<file path="src/rtl/xs3_pkg.sv">
// Shared constants, state encoding and digit helpers for the excess-3 word sequencer.
package xs3_pkg;

   localparam int DIGIT_W = 4;
   localparam int XS3_W   = 5;

   localparam logic [XS3_W-1:0]   XS3_OFFSET = 5'd3;
   localparam logic [DIGIT_W-1:0] BCD_MAX    = 4'd9;

   // State encoding; the fourth code is unused and recovers to IDLE.
   localparam logic [1:0] IDLE = 2'd0;
   localparam logic [1:0] CONV = 2'd1;
   localparam logic [1:0] DONE = 2'd2;

   typedef enum logic [1:0] {
      ST_IDLE = IDLE,
      ST_CONV = CONV,
      ST_DONE = DONE
   } xs3_state_e;

   // A digit above 9 is not a legal BCD digit.
   function automatic logic digit_out_of_range(input logic [DIGIT_W-1:0] digit);
      return (digit > BCD_MAX);
   endfunction

endpackage

</file>
<file path="src/rtl/xs3_digit_conv.sv">
// Single combinational BCD-to-excess-3 digit converter, shared across all digit slots.
module xs3_digit_conv
   import xs3_pkg::*;
(
   input  logic [DIGIT_W-1:0] digit_i,
   output logic [XS3_W-1:0]   xs3_o
);

   // Zero-extend then add the offset; 15 + 3 = 18 still fits in five bits.
   assign xs3_o = {1'b0, digit_i} + XS3_OFFSET;

endmodule

</file>
<file path="src/rtl/xs3_word_sequencer.sv">
// Converts a NIBBLES-digit word to excess-3 one digit per clock through one shared
// converter, with valid/ready handshakes on both the input and output side.
module xs3_word_sequencer
   import xs3_pkg::*;
#(
   parameter int NIBBLES = 4
)
(
   input  logic                       clk,
   input  logic                       rst,
   input  logic                       flush,
   input  logic                       in_valid,
   output logic                       in_ready,
   input  logic [DIGIT_W*NIBBLES-1:0] in_data,
   output logic                       out_valid,
   input  logic                       out_ready,
   output logic [XS3_W*NIBBLES-1:0]   out_data,
   output logic                       out_err,
   output logic                       busy
);

   localparam int IDX_W = (NIBBLES > 1) ? $clog2(NIBBLES) : 1;
   localparam logic [IDX_W-1:0] IDX_ZERO = IDX_W'(0);
   localparam logic [IDX_W-1:0] IDX_ONE  = IDX_W'(1);
   localparam logic [IDX_W-1:0] IDX_LAST = IDX_W'(NIBBLES - 1);

   xs3_state_e                     state_q, state_d;
   logic [IDX_W-1:0]               idx_q, idx_d;
   logic [DIGIT_W*NIBBLES-1:0]     word_q, word_d;
   logic [XS3_W*NIBBLES-1:0]       out_q, out_d;
   logic                           err_q, err_d;

   logic [DIGIT_W-1:0]             digit_s;
   logic [XS3_W-1:0]               conv_s;

   // Select the digit currently being converted from the latched input word.
   always_comb begin
      digit_s = word_q[int'(idx_q)*DIGIT_W +: DIGIT_W];
   end

   xs3_digit_conv u_conv (
      .digit_i (digit_s),
      .xs3_o   (conv_s)
   );

   // Next-state logic: accept in IDLE, one digit per clock in CONV, hold result in DONE.
   always_comb begin
      state_d = state_q;
      idx_d   = idx_q;
      word_d  = word_q;
      out_d   = out_q;
      err_d   = err_q;
      if (flush) begin
         // Abort wins over both handshakes; the result register keeps its contents.
         state_d = ST_IDLE;
         idx_d   = IDX_ZERO;
      end else begin
         case (state_q)
            ST_IDLE: begin
               if (in_valid) begin
                  word_d  = in_data;
                  idx_d   = IDX_ZERO;
                  err_d   = 1'b0;
                  state_d = ST_CONV;
               end else begin
                  state_d = ST_IDLE;
               end
            end
            ST_CONV: begin
               out_d[int'(idx_q)*XS3_W +: XS3_W] = conv_s;
               err_d = err_q | digit_out_of_range(digit_s);
               if (idx_q == IDX_LAST) begin
                  idx_d   = IDX_ZERO;
                  state_d = ST_DONE;
               end else begin
                  idx_d   = idx_q + IDX_ONE;
                  state_d = ST_CONV;
               end
            end
            ST_DONE: begin
               if (out_ready) begin
                  state_d = ST_IDLE;
               end else begin
                  state_d = ST_DONE;
               end
            end
            default: begin
               state_d = ST_IDLE;
               idx_d   = IDX_ZERO;
            end
         endcase
      end
   end

   // State, index, word, result and error registers; all cleared by the async reset.
   always_ff @(posedge clk or posedge rst) begin
      if (rst) begin
         state_q <= ST_IDLE;
         idx_q   <= IDX_ZERO;
         word_q  <= {(DIGIT_W*NIBBLES){1'b0}};
         out_q   <= {(XS3_W*NIBBLES){1'b0}};
         err_q   <= 1'b0;
      end else begin
         state_q <= state_d;
         idx_q   <= idx_d;
         word_q  <= word_d;
         out_q   <= out_d;
         err_q   <= err_d;
      end
   end

   // Handshake and status outputs decode directly from the state register.
   always_comb begin
      in_ready  = (state_q == ST_IDLE);
      out_valid = (state_q == ST_DONE);
      busy      = (state_q != ST_IDLE);
      out_data  = out_q;
      out_err   = err_q;
   end

endmodule

</file>
<file path="config.mk">
export PLATFORM = sky130hd
export DESIGN_NAME = xs3_word_sequencer
export DESIGN_NICKNAME = d
export VERILOG_FILES = /design/src/rtl/xs3_pkg.sv /design/src/rtl/xs3_digit_conv.sv /design/src/rtl/xs3_word_sequencer.sv
export SDC_FILE = /design/constraint.sdc
export NUM_CORES = 1
export LEC_CHECK = 0
export ABC_AREA = 1
export BUFFER_PORTS_ARGS = -buffer_cell sky130_fd_sc_hd__buf_2
export CAP_MARGIN = 15
export CELL_PAD_IN_SITES_DETAIL_PLACEMENT = 0
export CELL_PAD_IN_SITES_GLOBAL_PLACEMENT = 2
export CORE_AREA = 2 2 68 102
export CTS_CLUSTER_SIZE = 8
export DETAILED_ROUTE_END_ITERATION = 10
export DIE_AREA = 0 0 70 104
export GPL_TIMING_DRIVEN = 1
export PLACE_DENSITY = 0.8
export SYNTH_ARGS = -nofsm -noshare
export SYNTH_HDL_FRONTEND = slang
export SYNTH_HIERARCHICAL = 1
export SYNTH_SLANG_ARGS = --single-unit
</file>
<file path="constraint.sdc">
create_clock -name clk -period 4.3 [get_ports clk]
set_clock_uncertainty 0.1 [all_clocks]
set_input_delay 0.43 -clock clk [delete_from_list [all_inputs] [get_ports clk]]
set_output_delay 0.43 -clock clk [all_outputs]
set_load 0.05 [all_outputs]
</file>
# Yosys cells after proc, flatten, opt, wreduce, memory -nomap -nowiden
# Cells that the tools add are included.
[word_totals]
ff_bits = 41
input_bits = 21
output_inout_bits = 24
word_cells = 40
[op_classes]
add_sub_neg = 3
n_mul = 1
order_cmp = 1
eq_ne = 6
shift = 3
muxes = 12
bitwise_logic = 2
reduce_logical = 7
[op_table]
columns = ["op", "n"]
rows = [
  ["$neg 5->33", 1],
  ["$shift 5x33->20 const A", 1],
  ["$shiftx 5x33->20", 1],
  ["$bwmux 20", 1],
  ["$shiftx 16x5->4", 1],
  ["$mux 2", 6],
  ["$pmux 2 s3", 2],
  ["$reduce_and 3->1", 2],
  ["$add 4x2->5 const B", 1],
  ["$mul 2x3->5 const B", 1],
  ["$eq 2x2->1 const B", 2],
  ["$gt 4x4->1 const B", 1],
  ["$ne 2x2->1 const B", 2],
  ["$reduce_and 2->1", 2],
  ["$reduce_bool 2->1", 2],
  ["$ne 3x3->1 const B", 1],
  ["$add 2x1->2 const B", 1],
  ["$eq 2x1->1 const B", 1],
  ["$logic_not 2->1", 1],
  ["$mux 1", 2],
  ["$pmux 1 s2", 1],
  ["$not 1->1", 1],
  ["$or 1x1->1", 1],
]

# Depth between registers and ports, before layout
[logic_depth]
depth_word = 4
mapped_depth = 14
mapped_depth_nobuf = 13

# Hierarchy
# The synthesis kept the hierarchy.
[modules_own_cells]
columns = ["module", "instances", "cells_each", "area_per_inst_um2", "seq_area_each_um2"]
rows = [
  ["xs3_word_sequencer", 1, 238, 2029.4, 1026.0],
  ["xs3_digit_conv", 1, 13, 65.1, 0.0],
]

# Worst setup path before layout
# OpenSTA, ideal clock, no wires.
[synth_timing]
path_type = "register to output"
startpoint = "register state_q[0]"
endpoint = "output port busy"
arrival_ps = 1553
required_time_ps = 3770
slack_ps = 2217
path_stages_with_launch = 3
path_buffers = 0
cell_sequence = "dfrtp_1 > nor2_1 > inv_1"
[synth_between]
elab_chain_len = 1
[synth_lines]
columns = ["item", "line_no", "text"]
rows = [
  ["start: declaration", "xs3_word_sequencer.sv:27", "xs3_state_e state_q, state_d;"],
  ["start signal: assignment", "xs3_word_sequencer.sv:104", "state_q <= state_d;"],
  ["$reduce_bool 2->1", "xs3_word_sequencer.sv:116", "busy = (state_q != ST_IDLE);"],
  ["end: declaration", "xs3_word_sequencer.sv:19", "output logic busy"],
]
# Every way passes these cells.

# Worst setup path in the final report
[layout_timing]
startpoint = "register idx_q[0]"
endpoint = "register out_q[7] (netlist: out_data[7])"
[layout_between]
elab_chain_len = 4
word_cells_on_any_way = 7
classes_between = "add/sub (2); mul (1); shift (3); mux (1)"
[layout_lines]
columns = ["item", "line_no", "text"]
rows = [
  ["start: declaration", "xs3_word_sequencer.sv:28", "logic [IDX_W-1:0] idx_q, idx_d;"],
  ["start signal: assignment", "xs3_word_sequencer.sv:105", "idx_q <= idx_d;"],
  ["$shiftx 16x5->4", "xs3_word_sequencer.sv:38", "digit_s = word_q[int'(idx_q)*DIGIT_W +: DIGIT_W];"],
  ["via digit_s[0]", "xs3_word_sequencer.sv:33", "logic [DIGIT_W-1:0] digit_s;"],
  ["$add 4x2->5", "xs3_digit_conv.sv:10", "assign xs3_o = {1'b0, digit_i} + XS3_OFFSET;"],
  ["via conv_s[0]", "xs3_word_sequencer.sv:34", "logic [XS3_W-1:0] conv_s;"],
  ["$shiftx 5x33->20", "xs3_word_sequencer.sv:70", "out_d[int'(idx_q)*XS3_W +: XS3_W] = conv_s;"],
  ["$bwmux 20", "xs3_word_sequencer.sv:70", ""],
  ["end signal: assignment", "xs3_word_sequencer.sv:101", "out_q <= {(XS3_W*NIBBLES){1'b0}};"],
  ["end signal: assignment", "xs3_word_sequencer.sv:107", "out_q <= out_d;"],
  ["end: declaration", "xs3_word_sequencer.sv:30", "logic [XS3_W*NIBBLES-1:0] out_q, out_d;"],
]
# The timed path passes the listed nets, and every way through them passes these cells.
# A chain may end at the register's enable or synchronous reset.

==> results.md <==
- Cell area after synthesis: 2095 um2
- Overflow after GRT: 0
- Slowest-stage cell, CP: dfrtp_1
- Post-cts gate resize count: 0
- Post-CTS Hold Buffers: 0
- DR vias: ~1,600
- Post-layout minimum cycle time: around 2.7 ns
- Post-CTS Setup Repair Bufs: 0
- IO Pins: 45
- Crit path kind: flop to flop
- Peak supply drop: 146.4 uV
- Max transition margin: 0.4928
- Worst-path clk slew: 0.08 ns
- Reg2Reg Setup Slack: 1.56 ns
- Starting DRT DRC Count: 55
- Number of global-route vias before repair: approximately 1,700
- WP data arrival: ~2.9 ns
- Initial antenna violation count: 0
- Fmax: 0.3647 GHz
- Place WS: 1.551 ns
- Max-slew violations: 0
- DRC: 0
- Num CTS Buffers: 5
- Most frequent cell after synthesis: nand2_1
- Post-synth top area share: 0.4898
- Footprint of the multi-input gates: around 880 um2
- CP required: roughly 4.4 ns
- Critical Path Stages: 10
- Post-synth top cells: 62 x nand2_1, 41 x dfrtp_1, 36 x inv_1
- Layout cells sized above 1: 0.2550
- Die area: 7280 um2
- Antenna Nets Post-Route: 0
- Worst setup SP type: flop
- TritonCTS clock tree: done
- Placeable Area: ~6400 um2
- Worst-margin pin slew: about 0.76 ns
- Area growth syn-to-layout: 18.28%
- Cell taking the most area after synthesis: dfrtp_1
- Total Neg Setup Slack: 0 ns
- CP dominant cell by count: inv_1
- Ys Warns: 6
- Post-Syn Area per Cell: 8.345 um2
- Initial Util: 0.3275
- Tcrit/Tclk final: 0.6376
- Pleak: 1.368 nW
- PnR worst setup slack: 1.558 ns
- Maximum clock insertion buffer count: 2
- Worst skew pair latency: ~0.29 ns
- Crit path capture type: flop
- Drt wl/cell: about 12 um
- NumNets Final: 325
- Register Area: 1026 um2
- Async set-reset flop share out of synthesis: 1.000
- Drt pass-1 iters: 4
- Hold WC Path Type: input pin to async pin
- Max-capacitance violation count: 0
- Final GP Congestion: a little under 0.8
- ANT cells: 0
- CTS Root Cell: clkbuf_8
- Final hold viol count: 0
- Die Ht: 104 um
- Sink Count: between 40 and 50
- Pin count of the biggest net entering global routing: 42
- GRT Total Usage: 0.1307
- First-pass GRT wire length: roughly 7.7 mm
- DP Wirelength: roughly 3.3 mm
- Number of cell rows: 36
- Synth top area cells: dfrtp_1 49%, nand2_1 11%, inv_1 6.5%, nand3_1 5.5%, ha_1 4.2%
- Via density: approximately 4.4
- Cell Pwr Density: 497.5 nW/um2
- Final setup violation count: 0
- Number of synthesized flops with an enable pin: 0
- Post-synthesis register bit count: 41
- Distinct cells, synth: 25
- Sequential fraction of the synthesis area: 0.4898
- RSZ-0062 raised after global routing: no
- Layout fillers: around 740
- CP Max Fanout: 24
- Die X: 70 um
- Top_reg_cell synth: dfrtp_1
- Largest stage delay, worst path: 0.84 ns
- Status: complete, no violations
- FF-to-FF path depth: 10
- Total Wirelength: 4.438 mm
- Syn_nets: between 200 and 300
- CP delay by family, top: flip-flops
- Critical path buffers and inverters: 3
- CTS H-Tree Depth: 2
- Critical Path, Cell by Cell: inv_1 > o21ai_0 > o22ai_1 > inv_2 > ha_1 > xnor2_1 > inv_1 > nor2_1 > nand3_1 > a21oi_1
- Port Buf Inserts: 44
- Synth Instances: between 200 and 300
-- final cells by class --
class | count | area share
Sequential cell | 41 | 0.4141
Clock inverter | 1 | 0.002020
Multi-Input combinational cell | 164 | 0.3535
Clock buffer | 7 | 0.03889
Timing Repair Buffer | 45 | 0.09192
Tap cell | 76 | 0.03838
Inverter | 40 | 0.06111
-- final timing paths --
| path | to | start |
|---|---|---|
| setup / recovery | out_data[7] | idx_q[0] |
| min in group clk | word_q[2] | in_data[2] |
| hold reg to reg | out_data[18] | out_data[18] |
| setup reg to reg | out_data[7] | idx_q[0] |
| max in group asynchronous | state_q[0] | rst |
| hold / removal | out_data[8] | rst |
-- worst reg2reg max path, stage by stage (launching register included) --
cell	delay (ns)
dfrtp_1	0.84
inv_1	0.39
o21ai_0	0.25
o22ai_1	0.12
inv_2	0.12
ha_1	0.20
xnor2_1	0.15
inv_1	0.06
nor2_1	0.16
nand3_1	0.10
a21oi_1	0.17
-- metal layers --
layer  routed length, um  vias to the layer above  global-route usage  part of all wire
met3                 151                        4             0.02713             0.034
met2                2361                       30              0.2395              0.53
met1                1879                      730              0.1452              0.42
li1                    -                      877                   -                 -
met4                  45                        0             0.04945             0.010
met5                   0                        -                   0                 0
-- state kept, by name, indices dropped and copies added (netlist names) --
register and count:
out_err 1, word_q 16, state_q 2, out_data 20, idx_q 2
-- cells by family after synthesis --
logic type / after synthesis / share of synthesized area
AOI/OAI and AO/OA: 43 / 0.1219
and+or+nand+nor: 113 / 0.2503
buffers and inverters: 46 / 0.09199
xor gates and xnor gates: 1 / 0.004182
adders and majority gates: 7 / 0.04181
DFF: 41 / 0.4898
-- cell usage in the layout, fill, tap and decap left out, drive strengths merged --
| master | n |
|---|---|
| buf | 45 |
| o22ai | 2 |
| nand2 | 65 |
| nand3 | 24 |
| clkinv | 2 |
| dfrtp | 41 |
| clkbuf | 7 |
| a21oi | 6 |
| nor3 | 1 |
| inv | 39 |
| xnor2 | 1 |
| nor2 | 22 |
| nand4 | 1 |
| ha | 7 |
| o21ai | 35 |
-- through the flow --
step / area (um2) / hold slack (ns) / total power [mW] / utilization / instances
floorplan: 2095 / 0.3478 / 0.8615 / - / 251
global route: 2477 / 0.2015 / 1.311 / 0.3873 / 374
detailed placement: 2376 / 0.3656 / 0.9683 / 0.3715 / 366
global placement: 2376 / 0.3682 / 0.9664 / 0.3715 / 366
CTS: 2477 / 0.1652 / 1.250 / 0.3873 / 374
finish: 2477 / 0.1457 / 1.232 / 0.3873 / 374
-- power breakdown --
| part | internal (mW) | total [mW] | switching, mW |
|---|---|---|---|
| registers | 0.461 | 0.510 | 0.0486 |
| clock network | 0.145 | 0.280 | 0.135 |
| logic | 0.116 | 0.442 | 0.326 |
Power figures use the tool's default switching activity.
